[config.mk]
export PLATFORM = sky130hd
export DESIGN_NAME = cis_sequencer
export DESIGN_NICKNAME = d
export VERILOG_FILES = /design/src/rtl/cis_sequencer.sv
export SDC_FILE = /design/constraint.sdc
export NUM_CORES = 1
export LEC_CHECK = 0
export CAP_MARGIN = 15
export CORE_MARGIN = 5
export CORE_UTILIZATION = 50
export CTS_BUF_LIST = sky130_fd_sc_hd__clkbuf_4 sky130_fd_sc_hd__clkbuf_8 sky130_fd_sc_hd__clkbuf_16
export CTS_CLUSTER_SIZE = 20
export DETAILED_ROUTE_END_ITERATION = 10
export HOLD_SLACK_MARGIN = 0.15
export PLACE_DENSITY = 0.79
export SLEW_MARGIN = 10
export SYNTH_ARGS = -nofsm -noshare
export SYNTH_HDL_FRONTEND = slang
export SYNTH_SLANG_ARGS = --single-unit
[constraint.sdc]
create_clock -name clk -period 7.8 [get_ports clk]
set_input_delay 1.17 -clock clk [delete_from_list [all_inputs] [get_ports clk]]
set_output_delay 1.17 -clock clk [all_outputs]
set_load 0.03 [all_outputs]
[src/rtl/cis_sequencer.sv]
// CMOS image sensor row sequencer: plays per-phase signal patterns on a divided
// tick through CCD reset, integration and skip/readout passes, row by row.
module cis_sequencer #(
    parameter  int NUM_SIGNALS = 9,
    parameter  int PATTERN_LEN = 16,
    parameter  int MAX_ROWS    = 16,
    parameter  int SKIP_W      = 14,
    parameter  int DIV_W       = 10,
    localparam int LEN_W       = $clog2(PATTERN_LEN + 1),
    localparam int STEP_W      = $clog2(PATTERN_LEN),
    localparam int NROW_W      = $clog2(MAX_ROWS + 1),
    localparam int ROW_W       = $clog2(MAX_ROWS)
) (
    input  logic                                   clk,
    input  logic                                   reset_n,
    input  logic [DIV_W-1:0]                       clk_div,
    input  logic                                   integration,
    input  logic                                   abort,
    input  logic                                   global_shutter,
    input  logic [NROW_W-1:0]                      num_rows,
    input  logic [SKIP_W-1:0]                      skip_samples,
    input  logic [NUM_SIGNALS-1:0][PATTERN_LEN-1:0] pat_reset,
    input  logic [NUM_SIGNALS-1:0][PATTERN_LEN-1:0] pat_integ,
    input  logic [NUM_SIGNALS-1:0][PATTERN_LEN-1:0] pat_skip,
    input  logic [LEN_W-1:0]                       len_reset,
    input  logic [LEN_W-1:0]                       len_integ,
    input  logic [LEN_W-1:0]                       len_skip,
    output logic [NUM_SIGNALS-1:0]                 sig_out,
    output logic                                   cis_RowRst,
    output logic                                   cis_RowClk,
    output logic                                   busy,
    output logic                                   frame_done,
    output logic [1:0]                             phase,
    output logic [ROW_W-1:0]                       row_idx,
    output logic [SKIP_W-1:0]                      skip_idx
);

    typedef enum logic [1:0] {IDLE, CCD_RESET, INTEGRATION, SKIPPING} state_t;
    typedef logic [NUM_SIGNALS-1:0][PATTERN_LEN-1:0] pat_t;

    // Lengths and row count are stored already clamped, as last-index values.
    typedef struct packed {
        logic              gs;
        logic [ROW_W-1:0]  last_row;
        logic [SKIP_W-1:0] skips;
        logic [STEP_W-1:0] last_r;
        logic [STEP_W-1:0] last_i;
        logic [STEP_W-1:0] last_s;
    } cfg_t;

    function automatic logic [STEP_W-1:0] last_step(input logic [LEN_W-1:0] l);
        if (l == '0 || 32'(l) > PATTERN_LEN) return STEP_W'(PATTERN_LEN - 1);
        return STEP_W'(l - 1'b1);
    endfunction

    function automatic logic [ROW_W-1:0] last_row_of(input logic [NROW_W-1:0] n);
        if (n == '0) return '0;
        if (32'(n) > MAX_ROWS) return ROW_W'(MAX_ROWS - 1);
        return ROW_W'(n - 1'b1);
    endfunction

    logic [DIV_W-1:0]       div_q;
    logic                   tick;
    state_t                 state_q, state_n;
    logic [STEP_W-1:0]      step_q, step_n;
    logic [ROW_W-1:0]       row_q, row_n;
    logic [SKIP_W-1:0]      skip_q, skip_n;
    logic                   end_row, end_frame;
    cfg_t                   cfg_in, cfg_q, cfg;
    pat_t                   pr_q, pi_q, ps_q, pr, pi, ps, pat_sel;
    logic [NUM_SIGNALS-1:0] sig_q, sig_n;
    logic                   row_clk_q, row_rst_q, done_q;

    // >= rather than == so a shrinking clk_div cannot strand the counter above it.
    assign tick = (div_q >= clk_div);

    always_ff @(posedge clk or negedge reset_n) begin
        if (!reset_n) div_q <= '0;
        else          div_q <= tick ? '0 : div_q + 1'b1;
    end

    always_comb begin
        cfg_in.gs       = global_shutter;
        cfg_in.last_row = last_row_of(num_rows);
        cfg_in.skips    = skip_samples;
        cfg_in.last_r   = last_step(len_reset);
        cfg_in.last_i   = last_step(len_integ);
        cfg_in.last_s   = last_step(len_skip);
    end

    // Snapshot tracks the inputs while idle and freezes once a frame starts.
    always_ff @(posedge clk or negedge reset_n) begin
        if (!reset_n) begin
            cfg_q <= '0;
            pr_q  <= '0;
            pi_q  <= '0;
            ps_q  <= '0;
        end else if (state_q == IDLE) begin
            cfg_q <= cfg_in;
            pr_q  <= pat_reset;
            pi_q  <= pat_integ;
            ps_q  <= pat_skip;
        end
    end

    assign cfg = (state_q == IDLE) ? cfg_in    : cfg_q;
    assign pr  = (state_q == IDLE) ? pat_reset : pr_q;
    assign pi  = (state_q == IDLE) ? pat_integ : pi_q;
    assign ps  = (state_q == IDLE) ? pat_skip  : ps_q;

    // State register
    always_ff @(posedge clk or negedge reset_n) begin
        if (!reset_n) begin
            state_q <= IDLE;
            step_q  <= '0;
            row_q   <= '0;
            skip_q  <= '0;
        end else begin
            state_q <= state_n;
            step_q  <= step_n;
            row_q   <= row_n;
            skip_q  <= skip_n;
        end
    end

    // Next state
    always_comb begin
        state_n   = state_q;
        step_n    = step_q;
        row_n     = row_q;
        skip_n    = skip_q;
        end_row   = 1'b0;
        end_frame = 1'b0;
        if (tick) begin
            case (state_q)
                IDLE: if (integration) begin
                    state_n = CCD_RESET;
                    step_n  = '0;
                    row_n   = '0;
                    skip_n  = '0;
                end
                CCD_RESET: begin
                    if (step_q == cfg.last_r) begin
                        state_n = INTEGRATION;
                        step_n  = '0;
                    end else step_n = step_q + 1'b1;
                end
                INTEGRATION: if (!integration) begin
                    if (step_q == cfg.last_i) begin
                        state_n = SKIPPING;
                        step_n  = '0;
                        skip_n  = '0;
                    end else step_n = step_q + 1'b1;
                end
                SKIPPING: begin
                    if (step_q == cfg.last_s) begin
                        step_n = '0;
                        if (skip_q < cfg.skips) skip_n = skip_q + 1'b1;
                        else begin
                            end_row = 1'b1;
                            skip_n  = '0;
                            if (cfg.gs && row_q < cfg.last_row) row_n = row_q + 1'b1;
                            else begin
                                end_frame = 1'b1;
                                state_n   = IDLE;
                                row_n     = '0;
                            end
                        end
                    end else step_n = step_q + 1'b1;
                end
                default: state_n = IDLE;
            endcase
        end
        if (abort) begin
            state_n   = IDLE;
            step_n    = '0;
            row_n     = '0;
            skip_n    = '0;
            end_row   = 1'b0;
            end_frame = 1'b0;
        end
    end

    // Pattern lookup is done on the next state so sig_out lines up with phase/step.
    always_comb begin
        case (state_n)
            CCD_RESET:   pat_sel = pr;
            INTEGRATION: pat_sel = pi;
            SKIPPING:    pat_sel = ps;
            default:     pat_sel = '0;
        endcase
        sig_n = '0;
        for (int k = 0; k < NUM_SIGNALS; k++)
            sig_n[k] = pat_sel[k][STEP_W'(PATTERN_LEN - 1) - step_n];
    end

    always_ff @(posedge clk or negedge reset_n) begin
        if (!reset_n) begin
            sig_q     <= '0;
            row_clk_q <= 1'b0;
            row_rst_q <= 1'b1;
            done_q    <= 1'b0;
        end else begin
            sig_q  <= sig_n;
            done_q <= end_frame;
            if (abort) begin
                row_clk_q <= 1'b0;
                row_rst_q <= 1'b1;
            end else if (tick) begin
                row_clk_q <= end_row;
                row_rst_q <= 1'b0;
            end
        end
    end

    // Outputs
    always_comb begin
        busy       = (state_q != IDLE);
        phase      = state_q;
        row_idx    = row_q;
        skip_idx   = skip_q;
        sig_out    = sig_q;
        cis_RowClk = row_clk_q;
        cis_RowRst = row_rst_q;
        frame_done = done_q;
    end

endmodule
==> run summary <==
status - complete, no violations
number of synthesized flops with an enable pin - 0
clock buffer depth - 3
post-DR vias/cell - 5.716
Warnings, synthesis - 0
Post-DP HPWL - 66560 um
CP max stage delay - 0.80 ns
Setup WS pre-CTS - 0.9685 ns
CTS Buf Count - 52
Fmax achieved - 149.9 MHz
I/O pin cnt - 514
Yosys reg bits - 509
Post-CTS Hold Buffers - 0
area of the core - 0.04986 sq mm
Leak - 15.53 nW
max-cap viol count - 0
Synth area leaders - dfrtp_1 (51%), nand2_1 (21%), mux2i_1 (3.3%), a21oi_1 (2.0%), nor2_1 (1.9%)
CTS resizes - 0
Post-CTS Setup Inserts - 0
vias - 23.76k
H-tree Lvls - 2
die height - 234.1 um
# DRC - 0
clk_skew - 0.02358 ns
most common cell after layout, fill and taps aside - nand2_1
slack of the critical path - 1.129 ns
delay-heaviest family, CP - simple AND/OR/NAND/NOR gates
most frequent cells in the layout - nand2_1 (1380), clkdlybuf4s50_1 (512), dfrtp_1 (508)
antenna-violating nets left - 0
endpoints failing hold - 0
Clock Sinks - 509
CP startpoint kind - flop
Iteration-0 DRC Markers - 2854
Slowest-stage cell, CP - and2_4
first-pass GRT wire length - 139100 um
Max FO, Critical Path - 66
endpoints failing setup - 0
post-synth net total - 3551
crit path DAT - 7.13 ns
Max-slew headroom - 30.98%
VDD IR max - 0.0001967 V
Top FF cell, synth - dfrtp_1
syn avg cell area - 8.268 sq um
Tmin final - 6.671 ns
fin nets - 3951
Root Driver - clkbuf_16
WS Path Type - flop to flop
clk slew on worst S/H paths - 0.06 ns
IO buf count - 513
Non-Filler Instances - 4157
Starting Density - 50.34%
grt ovf - 0
Clk Latency, worst-skew pair - 0.61 ns
power density over cell area - 231.7 mW/mm^2
WP buf/inv - 3
critical-path cell list - nor2_4 > inv_8 > nand2_1 > nand2_1 > inv_1 > ha_1 > and2_0 > o2111ai_1 > o211ai_1 > a221o_1 > or4b_1 > o311ai_1 > and2_4 > inv_2 > a221oi_1 > nor3_1 > o32ai_1 > a221oi_1
sequential share of the synthesized area - 50.75%
initial antenna violation count - 13
Worst EP required - 8.26 ns
unrepaired setup endpoints after global routing - no
First-pass DRT Iterations - 6
layout cells sized above 1 - 4.574%
GPL Wtd Cong - 0.9364
final core utilization - 65.12%
Synth cell types - 82
area leader, netlist - dfrtp_1
Total Wirelength - 92970 um
Final Cycle Share - 85.53%
Slew Viols, Final - 0
FFs w/ async S/R, synth - 100.0%
crit end category - flop
# rows - 82
largest net degree at the start of global routing - 190
setup_tns - 0 ns
die width - 234.1 um
Area Growth Syn to Fin - 29.34%
Synth top area share - 50.64%
gr usage total - 32.94%
Syn Inst Count - 3036
worst slew pin tran - 1.035 ns
Hold Slack - 0.4694 ns
vias in the first global route - 23.43k
# placed instances - 4054
Synth Cell Area - 0.02510 sq mm
drt wl/cell - 22.37 um
CTS tree - done
fill cell count - 4178
total die area - 0.05479 sq mm
Worst Hold Class - flop to flop
[worst paths after layout]
check	from	end	slack (ns)	cells past startpoint
worst max-delay path	phase[0]	sig_out[6]	1.13	18
worst min-delay path	ps_q[98]	ps_q[98]	0.47	2
worst max register to register	phase[0]	sig_out[6]	1.13	18
worst min register to register	ps_q[98]	ps_q[98]	0.47	2
max in group asynchronous	reset_n	pr_q[11]	5.60	2
min in group asynchronous	reset_n	pr_q[36]	0.69	1
[power by group]
group          leakage, nW  switching [W]  internal [W]
clock                0.937        0.00108       0.00164
sequential            6.01       0.000143       0.00301
combinational         8.58        0.00103      0.000608
[kinds of logic after synthesis]
group	count (synthesis)	share of synthesized area, %
multiplexers	89	3.673
buffers and inverters	269	4.426
AND/OR/NAND/NOR	1698	27.02
adder cells (fa/ha/maj)	34	1.695
AO/OA/AOI/OAI	414	11.64
XOR/XNOR	23	0.8025
flip-flops	509	50.75
[worst register-to-register path: cells and delay by family (launching register included)]
family,cells,cell delay (ns)
compound gates,7,2.04
fa+ha+maj,1,0.13
buf+inv,3,1.02
flops,1,0.66
simple gates,7,2.68
[sequential cells by signal (all words and copies together), names as in the netlist]
| signal | flops |
|---|---|
| div_q | 10 |
| frame_done | 1 |
| sig_out | 9 |
| cis_RowClk | 1 |
| phase | 2 |
| ps_q | 144 |
| step_q | 4 |
| cfg_q | 31 |
| pi_q | 144 |
| skip_idx | 14 |
| cis_RowRst | 1 |
| pr_q | 144 |
| row_idx | 4 |
[per-layer routing]
layer	share of wire, %	wire length, um	GRT usage [%]	up-vias
met4	5.0	4653	15.36	6
met2	45	42230	50.41	1189
li1	-	-	-	10828
met1	40	37320	45.18	11533
met3	9.4	8726	7.071	205
met5	0.041	38	0	-
[metrics by stage]
step / area [sq um] / total power [W]
floorplan: 25100 / 0.004066
global placement: 30580 / 0.004759
detailed placement: 30580 / 0.004809
CTS: 32450 / 0.007531
global route: 32470 / 0.007833
finish: 32470 / 0.007523
[cell type report]
| cell class | count | area (sq um) | share of cell area (%) |
|---|---|---|---|
| timing repair buffer | 537 | 5408 | 16.66 |
| clock buffer | 73 | 1546 | 4.763 |
| sequential | 509 | 12740 | 39.23 |
| inverter | 78 | 305.3 | 0.9403 |
| multi-input combinational | 2258 | 11280 | 34.76 |
| clock inverter | 21 | 322.8 | 0.9942 |
| antenna | 9 | 22.52 | 0.06936 |
| tap | 672 | 840.8 | 2.590 |
[synthesized netlist by cell type (5+ instances only)]
library cell,instances
nand3_1,69
a31oi_1,24
o211ai_1,32
inv_1,73
dfrtp_1,508
or2_2,6
o2bb2ai_1,18
buf_4,9
nand4_1,6
buf_1,49
clkbuf_1,84
and3_1,12
o21a_1,5
or3_1,8
o31ai_1,11
a211oi_1,42
o21ai_0,49
a311oi_1,9
nor2_1,125
nor3_1,41
xor2_1,10
mux2_2,5
nand2b_1,17
a21o_1,9
ha_1,34
xnor2_1,13
o22ai_1,5
a2bb2oi_1,15
nand2_1,1381
mux2i_1,82
a32oi_1,5
a21oi_1,98
buf_2,48
and2_1,5
o211a_1,19
a221oi_1,20
(Power assumes the default switching activity.)
